File: config.mk
export PLATFORM = sky130hd
export DESIGN_NAME = lsu_mem_ctrl
export DESIGN_NICKNAME = d
export VERILOG_FILES = /design/src/rtl/lsu_pkg.sv /design/src/rtl/lsu_lane_align.sv /design/src/rtl/lsu_mem_ctrl.sv
export SDC_FILE = /design/constraint.sdc
export NUM_CORES = 1
export LEC_CHECK = 0
export ABC_AREA = 1
export CAP_MARGIN = 20
export CORE_UTILIZATION = 43
export CTS_CLUSTER_SIZE = 10
export DETAILED_ROUTE_END_ITERATION = 8
export PLACE_DENSITY = 0.78
export SLEW_MARGIN = 0
export SYNTH_ARGS = -nofsm -noshare
export SYNTH_HDL_FRONTEND = slang
export SYNTH_SLANG_ARGS = --single-unit
export TNS_END_PERCENT = 50
File: constraint.sdc
create_clock -name clk -period 2.6 [get_ports clk]
set_clock_uncertainty 0.2 [all_clocks]
set_input_delay 0.78 -clock clk [delete_from_list [all_inputs] [get_ports clk]]
set_output_delay 0.78 -clock clk [all_outputs]
set_load 0.005 [all_outputs]
File: src/rtl/lsu_pkg.sv
// Shared definitions for the load/store memory controller: funct3 codes,
// FSM state encoding, captured-request payload and access legality check.
package lsu_pkg;

    localparam int unsigned XLEN = 32;

    localparam logic [2:0] F3_B  = 3'b000;
    localparam logic [2:0] F3_H  = 3'b001;
    localparam logic [2:0] F3_W  = 3'b010;
    localparam logic [2:0] F3_BU = 3'b100;
    localparam logic [2:0] F3_HU = 3'b101;

    localparam logic [1:0] ST_IDLE = 2'd0;
    localparam logic [1:0] ST_RD   = 2'd1;
    localparam logic [1:0] ST_WR   = 2'd2;
    localparam logic [1:0] ST_RSP  = 2'd3;

    typedef struct packed {
        logic            we;
        logic [2:0]      funct3;
        logic [XLEN-1:0] addr;
        logic [XLEN-1:0] wdata;
    } lsu_req_t;

    // Misaligned access or funct3 code with no meaning for this direction.
    function automatic logic access_err(input logic we, input logic [2:0] f3,
                                        input logic [1:0] lo);
        logic err;
        case (f3)
            F3_B:         err = 1'b0;
            F3_H:         err = lo[0];
            F3_W:         err = (lo != 2'b00);
            F3_BU, F3_HU: err = we;
            default:      err = 1'b1;
        endcase
        return err;
    endfunction

endpackage

File: src/rtl/lsu_lane_align.sv
// Byte-lane steering: load extraction with sign/zero extension and
// sub-word store merge into a previously read word.
module lsu_lane_align
    import lsu_pkg::*;
(
    input  logic [XLEN-1:0] word,
    input  logic [2:0]      funct3,
    input  logic [1:0]      lane,
    input  logic [XLEN-1:0] wdata,
    output logic [XLEN-1:0] ld_data_c,
    output logic [XLEN-1:0] st_data_c
);

    logic [7:0]  byte_sel;
    logic [15:0] half_sel;

    always_comb begin
        byte_sel = 8'(word >> {lane, 3'b000});
        half_sel = 16'(word >> {lane[1], 4'b0000});
        case (funct3)
            F3_B:    ld_data_c = {{24{byte_sel[7]}}, byte_sel};
            F3_BU:   ld_data_c = {24'd0, byte_sel};
            F3_H:    ld_data_c = {{16{half_sel[15]}}, half_sel};
            F3_HU:   ld_data_c = {16'd0, half_sel};
            default: ld_data_c = word;
        endcase
    end

    // Untouched lanes keep the buffered read word; full-word stores bypass it.
    always_comb begin
        st_data_c = wdata;
        case (funct3)
            F3_B: begin
                st_data_c = word;
                st_data_c[{lane, 3'b000} +: 8] = wdata[7:0];
            end
            F3_H: begin
                st_data_c = word;
                st_data_c[{lane[1], 4'b0000} +: 16] = wdata[15:0];
            end
            default: st_data_c = wdata;
        endcase
    end

endmodule

File: src/rtl/lsu_mem_ctrl.sv
// Load/store unit memory controller with read-modify-write for SB/SH.
// Define LSU_BOUND_CHECK_EN to reject accesses beyond 2**ADDR_BITS bytes.
module lsu_mem_ctrl
    import lsu_pkg::*;
#(
    parameter int unsigned ADDR_BITS = 10
) (
    input  logic            clk,
    input  logic            rst,
    input  logic            req_valid,
    output logic            req_ready,
    input  logic            req_we,
    input  logic [2:0]      req_funct3,
    input  logic [XLEN-1:0] req_addr,
    input  logic [XLEN-1:0] req_wdata,
    output logic            rsp_valid,
    input  logic            rsp_ready,
    output logic [XLEN-1:0] rsp_rdata,
    output logic            rsp_err,
    output logic            mem_w_enb,
    output logic            mem_r_enb,
    output logic [XLEN-1:0] mem_addr,
    output logic [XLEN-1:0] mem_w_data,
    input  logic [XLEN-1:0] mem_r_data
);

`ifdef LSU_BOUND_CHECK_EN
    localparam bit BOUND_EN = 1'b1;
`else
    localparam bit BOUND_EN = 1'b0;
`endif

    logic [1:0]      state_q, state_d;
    lsu_req_t        req_q;
    logic            err_q;
    logic [XLEN-1:0] rbuf_q;
    logic            acc_err_c;
    logic            oob_c;
    logic [XLEN-1:0] ld_data_c;
    logic [XLEN-1:0] st_data_c;
    logic            accept_c;

    assign oob_c     = BOUND_EN && ((req_addr >> ADDR_BITS) != '0);
    assign acc_err_c = access_err(req_we, req_funct3, req_addr[1:0]) || oob_c;
    assign accept_c  = (state_q == ST_IDLE) && req_valid;

    always_ff @(posedge clk or negedge rst) begin
        if (!rst) state_q <= ST_IDLE;
        else      state_q <= state_d;
    end

    always_comb begin
        state_d = state_q;
        case (state_q)
            ST_IDLE: begin
                if (req_valid) begin
                    if (acc_err_c)                state_d = ST_RSP;
                    else if (!req_we)             state_d = ST_RD;
                    else if (req_funct3 == F3_W)  state_d = ST_WR;
                    else                          state_d = ST_RD;
                end
            end
            ST_RD:   state_d = req_q.we ? ST_WR : ST_RSP;
            ST_WR:   state_d = ST_RSP;
            ST_RSP:  if (rsp_ready) state_d = ST_IDLE;
            default: state_d = ST_IDLE;
        endcase
    end

    // Request capture and read-word buffer.
    always_ff @(posedge clk or negedge rst) begin
        if (!rst) begin
            req_q  <= '0;
            err_q  <= 1'b0;
            rbuf_q <= '0;
        end else begin
            if (accept_c) begin
                req_q <= '{we: req_we, funct3: req_funct3, addr: req_addr, wdata: req_wdata};
                err_q <= acc_err_c;
            end
            if (state_q == ST_RD) rbuf_q <= mem_r_data;
        end
    end

    lsu_lane_align u_align (
        .word      (rbuf_q),
        .funct3    (req_q.funct3),
        .lane      (req_q.addr[1:0]),
        .wdata     (req_q.wdata),
        .ld_data_c (ld_data_c),
        .st_data_c (st_data_c)
    );

    // Outputs decode straight from state so reset drops the enables at once.
    always_comb begin
        req_ready  = (state_q == ST_IDLE);
        rsp_valid  = (state_q == ST_RSP);
        rsp_err    = (state_q == ST_RSP) && err_q;
        mem_r_enb  = (state_q == ST_RD);
        mem_w_enb  = (state_q == ST_WR);
        mem_addr   = '0;
        mem_w_data = '0;
        rsp_rdata  = '0;
        if ((state_q == ST_RD) || (state_q == ST_WR))
            mem_addr = {req_q.addr[XLEN-1:2], 2'b00};
        if (state_q == ST_WR)
            mem_w_data = st_data_c;
        if ((state_q == ST_RSP) && !req_q.we && !err_q)
            rsp_rdata = ld_data_c;
    end

endmodule

==> flow_metrics.env <==
export IMPL_status="finished with violations"
export IMPL_violations="setup timing"
export IMPL_p_leak_nw=5.234
export IMPL_hpwlAfterDp_mm=16.22
export IMPL_r2r_start="state_q[1]"
export IMPL_num_antenna_cells=0
export IMPL_synth_seq_cells=103
export IMPL_synth_ff_type="dfrtp_1"
export IMPL_maxCapViolations=0
export IMPL_critPathLaunchType="flip-flop"
export IMPL_r2r_end="state_q[0]"
export IMPL_p_sw_share_pct=45.46
export IMPL_avgSynthCellArea_um2=7.500
export IMPL_setup_ws_ns=-0.4261
export IMPL_drive_gt1_share_pct=37.01
export IMPL_setup_viol=94
export IMPL_gp_congestion=0.9872
export IMPL_worstSetupEndpointType="primary output"
export IMPL_antenna_left=0
export IMPL_clkTransAtPathRegs_ns=0.08
export IMPL_synth_edf_count=0
export IMPL_ys_async_sr_fraction_pct=100.0
export IMPL_cp_required_ns=1.62
export IMPL_die_area_um2=15260
export IMPL_seqPwrFrac_pct=22.2
export IMPL_vias=7135
export IMPL_fin_crit_ns=3.026
export IMPL_peakVddDrop_uv=836.2
export IMPL_core_area_um2=14480
export IMPL_wire_per_inst_um=17.95
export IMPL_track_usage_pct=30.87
export IMPL_synthTopCellsByCount="nand2_1 (234), dfrtp_1 (103), inv_1 (102)"
export IMPL_grt_max_degree=59
export IMPL_tritoncts="built"
export IMPL_fin_crit_sh_pct=116.4
export IMPL_cp_max_fo=7
export IMPL_firstDrtPassIters=7
export IMPL_initial_utilization_pct=43.87
export IMPL_min_path_type="input pin to asynchronous set/reset pin"
export IMPL_io_pins=205
export IMPL_reg2regPathDepth=11
export IMPL_fp_dieW_um=123.5
export IMPL_port_buffers=202
export IMPL_clkPwrFrac_pct=9.7
export IMPL_finalHoldViolCount=0
export IMPL_clkSinkCount=103
export IMPL_p_per_area_nw_per_um2=1379
export IMPL_nNetsFinal=1251
export IMPL_drc=0
export IMPL_combinationalPowerShare_pct=68.2
export IMPL_drt_wl_total_mm=23.83
export IMPL_synth_lib_cells_used_distinct=30
export IMPL_ys_warn_count=0
export IMPL_regToRegSetupSlack_ns=0.37
export IMPL_drv_slew=0
export IMPL_placedCellCount=1269
export IMPL_yosysSeqAreaShare_pct=40.58
export IMPL_clockBufferDepth=2
export IMPL_instances_no_fill=1327
export IMPL_relSlewSlack_pct=64.19
export IMPL_synth_most_common_cell="nand2_1"
export IMPL_yosysTopAreaCellShare_pct=40.58
export IMPL_antenna_found_initial=0
export IMPL_die_y_um=123.5
export IMPL_synth_top_area_cell="dfrtp_1"
export IMPL_grt_overflow=0
export IMPL_worst_pin_slew_ns=0.5371
export IMPL_drt_initial_drc_count=578
export IMPL_ys_top_cells_by_area="dfrtp_1 (41%), nand2_1 (14%), mux2_2 (11%), a21oi_1 (6.3%), o21ai_0 (6.1%)"
export IMPL_grt_setup_unrepaired="true"
export IMPL_p_int_mw=7.775
export IMPL_htreeDepth=3
export IMPL_critPathKind="flip-flop to primary output"
export IMPL_cts_buffers_inserted=9
export IMPL_clock_root_buffer="clkbuf_16"
export IMPL_total_power_mw=14.25
export IMPL_viasPerCell=5.377
export IMPL_grt_pass1_vias=6957
export IMPL_cts_hold_buf=0
export IMPL_netlist_area_um2=6352
export IMPL_maxClockFrequency_mhz=330.5
export IMPL_grt_pass1_wl_mm=35.31
export IMPL_arrival_ns=2.05
export IMPL_syn2layout_area_growth_pct=62.69
export IMPL_clkLatencyLatePin_ns=0.36
export IMPL_netSwitchingPower_mw=6.479
export IMPL_num_rows=44
export IMPL_syn_inst=847
export IMPL_fin_util_pct=71.38
==> cell usage in the layout, fill, tap and decap left out, types with 4 or more instances in the layout <==
| master | count |
|---|---|
| nand2_1 | 204 |
| clkdlybuf4s50_1 | 126 |
| dfrtp_1 | 100 |
| inv_1 | 86 |
| buf_4 | 70 |
| mux2_2 | 61 |
| o21ai_0 | 59 |
| buf_2 | 55 |
| a21oi_1 | 43 |
| nor2_1 | 40 |
| a21oi_2 | 36 |
| buf_6 | 35 |
| nand3_1 | 20 |
| nand2_4 | 19 |
| o21ai_1 | 19 |
| nand3_2 | 19 |
| nand2_2 | 15 |
| buf_12 | 12 |
| inv_2 | 11 |
| nor2_4 | 11 |
| clkbuf_16 | 11 |
| o21ai_2 | 10 |
| o21a_1 | 7 |
| inv_4 | 6 |
| nor3_2 | 6 |
| nor2_2 | 6 |
| ha_4 | 5 |
| dlymetal6s2s_1 | 5 |
| clkbuf_2 | 5 |
| inv_8 | 4 |
==> cells by family (layout without fill, tap and decap cells) <==
group                      Yosys count  in the layout  share of synthesized area [%]
adders and majority gates            9              9                          1.773
other                                1              2                        0.05903
muxes                               61             61                          10.81
AOI/OAI and AO/OA                  177            177                          14.48
and+or+nand+nor                    347            347                          22.83
DFF                                103            103                          40.58
buffers and inverters              149            444                          9.474
==> stage by stage <==
step | instance area [um^2] | TNS [ns] | setup slack (ns) | hold WS, ns
floorplan | 6377 | 0 | 0.004722 | 0.2699
global placement | 9095 | -17.71 | -0.4065 | 0.2821
detailed placement | 9095 | -20.84 | -0.4765 | 0.2890
CTS | 9968 | -30.94 | -0.4533 | 0.1150
global route | 10330 | -35.55 | -0.4724 | 0.1271
finish | 10330 | -29.29 | -0.4261 | 0.1077
==> layout make-up <==
type / instances / area [um^2]
repair inverters: 1 / 7.507
repair buffers: 320 / 2983
clock inverters: 6 / 60.06
inverters: 107 / 432.9
multi-input cells: 596 / 3811
clock buffers: 10 / 229.0
fillers: 1154 / 4144
flip-flops and latches: 103 / 2581
well taps: 184 / 230.2
==> sequential cells by signal (all words and copies together), names as in the netlist <==
signal,flops
state_q,2
req_q,68
rbuf_q,32
err_q,1
==> how the worst max path moves through the flow <==
stage	from	to	slack [ns]	cells after the start
after global routing	state_q[1]	mem_addr[13]	-0.47	7
after global placement	req_q[33]	mem_w_data[13]	-0.41	9
after floorplan	req_q[32]	mem_w_data[1]	0.005	9
final	state_q[1]	mem_addr[18]	-0.43	7
after CTS	req_q[33]	mem_w_data[9]	-0.45	10
after detailed placement	req_q[33]	mem_w_data[13]	-0.48	9
==> power by group through the flow <==
stage	Sequential [mW]	Combinational (mW)	Clock [mW]
floorplan	2.85	4.05	0
global placement	3.04	7.60	0
detailed placement	3.06	7.65	0
CTS	3.09	8.73	1.39
global route	3.23	10.4	1.46
finish	3.16	9.72	1.38
==> critical path: stages (launching register included) <==
cell             delay [ns]
dfrtp_1                0.36
buf_4                  0.14
inv_4                  0.04
ha_4                   0.35
clkbuf_16              0.18
nand2_1                0.06
inv_1                  0.05
clkdlybuf4s50_1        0.49
==> layer usage <==
layer,vias to the layer above,share of wire [%],GRT usage [%]
met5,-,0,0
met4,0,4.4,14.91
met3,74,8.7,8.533
met2,376,48,50.70
met1,3382,39,37.26
li1,3303,-,-
==> timing repair <==
item                                    4_1_cts  5_1_grt
gates resized for setup                     389      123
gates cloned                                  3        2
endpoints found under the setup margin       97       96
pin swaps                                    38       43
buffers inserted                             29       10
Power figures use the tool's default switching activity.
==> RTL change, RTL diff (same settings) <==
Reset style: synchronous (`rst`), changed in 2 clocked blocks.
--- a/src/rtl/lsu_mem_ctrl.sv
+++ b/src/rtl/lsu_mem_ctrl.sv
@@ -45,5 +45,5 @@
     assign accept_c  = (state_q == ST_IDLE) && req_valid;
 
-    always_ff @(posedge clk or negedge rst) begin
+    always_ff @(posedge clk) begin
         if (!rst) state_q <= ST_IDLE;
         else      state_q <= state_d;
@@ -69,5 +69,5 @@
 
     // Request capture and read-word buffer.
-    always_ff @(posedge clk or negedge rst) begin
+    always_ff @(posedge clk) begin
         if (!rst) begin
             req_q  <= '0;
Function: differs if rst is asserted again (counterexample within 4 cycles, from zero or initial values and one cycle with rst low); with rst held inactive, the same outputs for 10 cycles.
==> RTL change against the original RTL <==
The flow still finishes with violations (setup timing); first-iteration DRC count rose by 53%; sequential cell count did not move; sequential share of layout area fell by 3.7 points; synthesized area fell by 6.5%; register-to-register slack improved by 210 ps; utilization rose by 1.6 points; non-clock buffer count rose by 7; power fell by 28%; fmax rose by 1.3%; routed wire length rose by 7.7%; setup slack improved by 38 ps; final area fell by 5.7%; largest cell class unchanged.
==> RTL change: results (changes against the original RTL) <==
post-CTS setup buffers=36 (+24%); final setup margin=-388.6 ps (+37.50 ps); status=finished with violations; Primary FF master, synth=dfxtp_1; synth top area cells=dfxtp_1, o21ai_0, nor2_1; most numerous cell in the Yosys netlist=nor2_1; Post-Layout Cell Count=1420 (+7.0%); M1 GR Usage=37.98% (+0.72 points); DR vias=8009 (+12%); Async S/R FF share, synth=0% (-100 points); post-synthesis compound-gate area fraction=25.45% (+11 points); worst r2r src=state_q[1]; Multi-input gate area=3817 µm² (+0.16%); failing checks=setup timing; Post-CTS Resized=489 (+26%); met2 wire len=11.77 mm (+3.3%); first-pass GRT wire length=37.26 mm (+5.5%); WP data arrival=2010 ps (-40 ps); hpwl dp=15.58 mm (-4.0%); Peak supply drop=0.5988 mV (-28%); Routed WL=25.65 mm (+7.7%); Setup-failing EPs final=93 (-1.1%); clock buffer count=11 (+1); sequential cell area fraction in the yosys report=34.72% (-5.9 points); mux cell area share after synthesis=0% (-11 points); Final TNS setup=-18860 ps (+10430 ps); syn_area_per_cell=6.173 µm² (-18%); WHS=286.1 ps (+178.4 ps); # rows=42 (-4.5%); pin count of the biggest net entering global routing=43 (-27%); vias in the first global route=7368 (+5.9%); Worst Hold Class=flop to flop; met3 wire len=2.992 mm (+44%); M1 wire length=9.156 mm (-1.7%); crit-path max FO=4 (-3); Critical R2R Capture=state_q[0]; FF-to-FF setup slack=580 ps (+210 ps); Synth Area in Adders=1.896% (+0.12 points)
RTL change: changes by cell type after synthesis, sizes merged, moves of 8 or more:
cell    before  now
nand2      239  173
a31oi        0   10
dfrtp      103    0
clkbuf      24   41
nor3         9    1
mux2        61    0
o211ai       0   10
nor2        57  181
o21ai       89  171
dfxtp        0  103
a21oi       80   99
inv        106   93
RTL change: how the worst max path moves through the flow:
stage	startpoint	endpoint	slack, ps
floorplan	req_q[33]	mem_w_data[30]	10
finish	req_q[33]	mem_w_data[10]	-390
detailed placement	req_q[32]	mem_w_data[19]	-320
global placement	req_q[32]	mem_w_data[19]	-280
CTS	state_q[1]	rsp_rdata[0]	-380
global route	state_q[0]	rsp_rdata[0]	-440
RTL change: stage by stage:
stage	cell area, µm²	power [W]	setup slack [ps]	utilization, %
3_3_place_gp	8579	0.006984	-282.3	64.28
2_1_floorplan	5983	0.004943	10.70	-
3_5_place_dp	8579	0.007051	-324.9	64.28
4_1_cts	9443	0.009528	-380.3	70.74
5_1_grt	9743	0.01082	-435.9	72.99
6_report	9743	0.01030	-388.6	72.99
RTL change: cells by family (layout without fill, tap and decap cells):
kind of cell    count (synthesis)  after routing
fa+ha+maj                       9              9
other cells                     1              2
buf+inv                       158            438
simple gates                  399            400
compound gates                292            292
flops                         103            103
RTL change: critical path: stages, from the launching register on:
cell and delay (ps):
dfxtp_4 380, inv_8 80, ha_4 170, clkinvlp_4 140
buf_6 150, nand3_2 80, inv_1 80, nand4_1 110
nand3_1 90, nand2_1 80, inv_1 30, dlygate4sd2_1 250
RTL change: power by group:
group / internal [W] / switching, W
sequential: 0.00211 / 0.000561
clock: 0.000758 / 0.000648
combinational: 0.00277 / 0.00345
total: 0.00564 / 0.00466
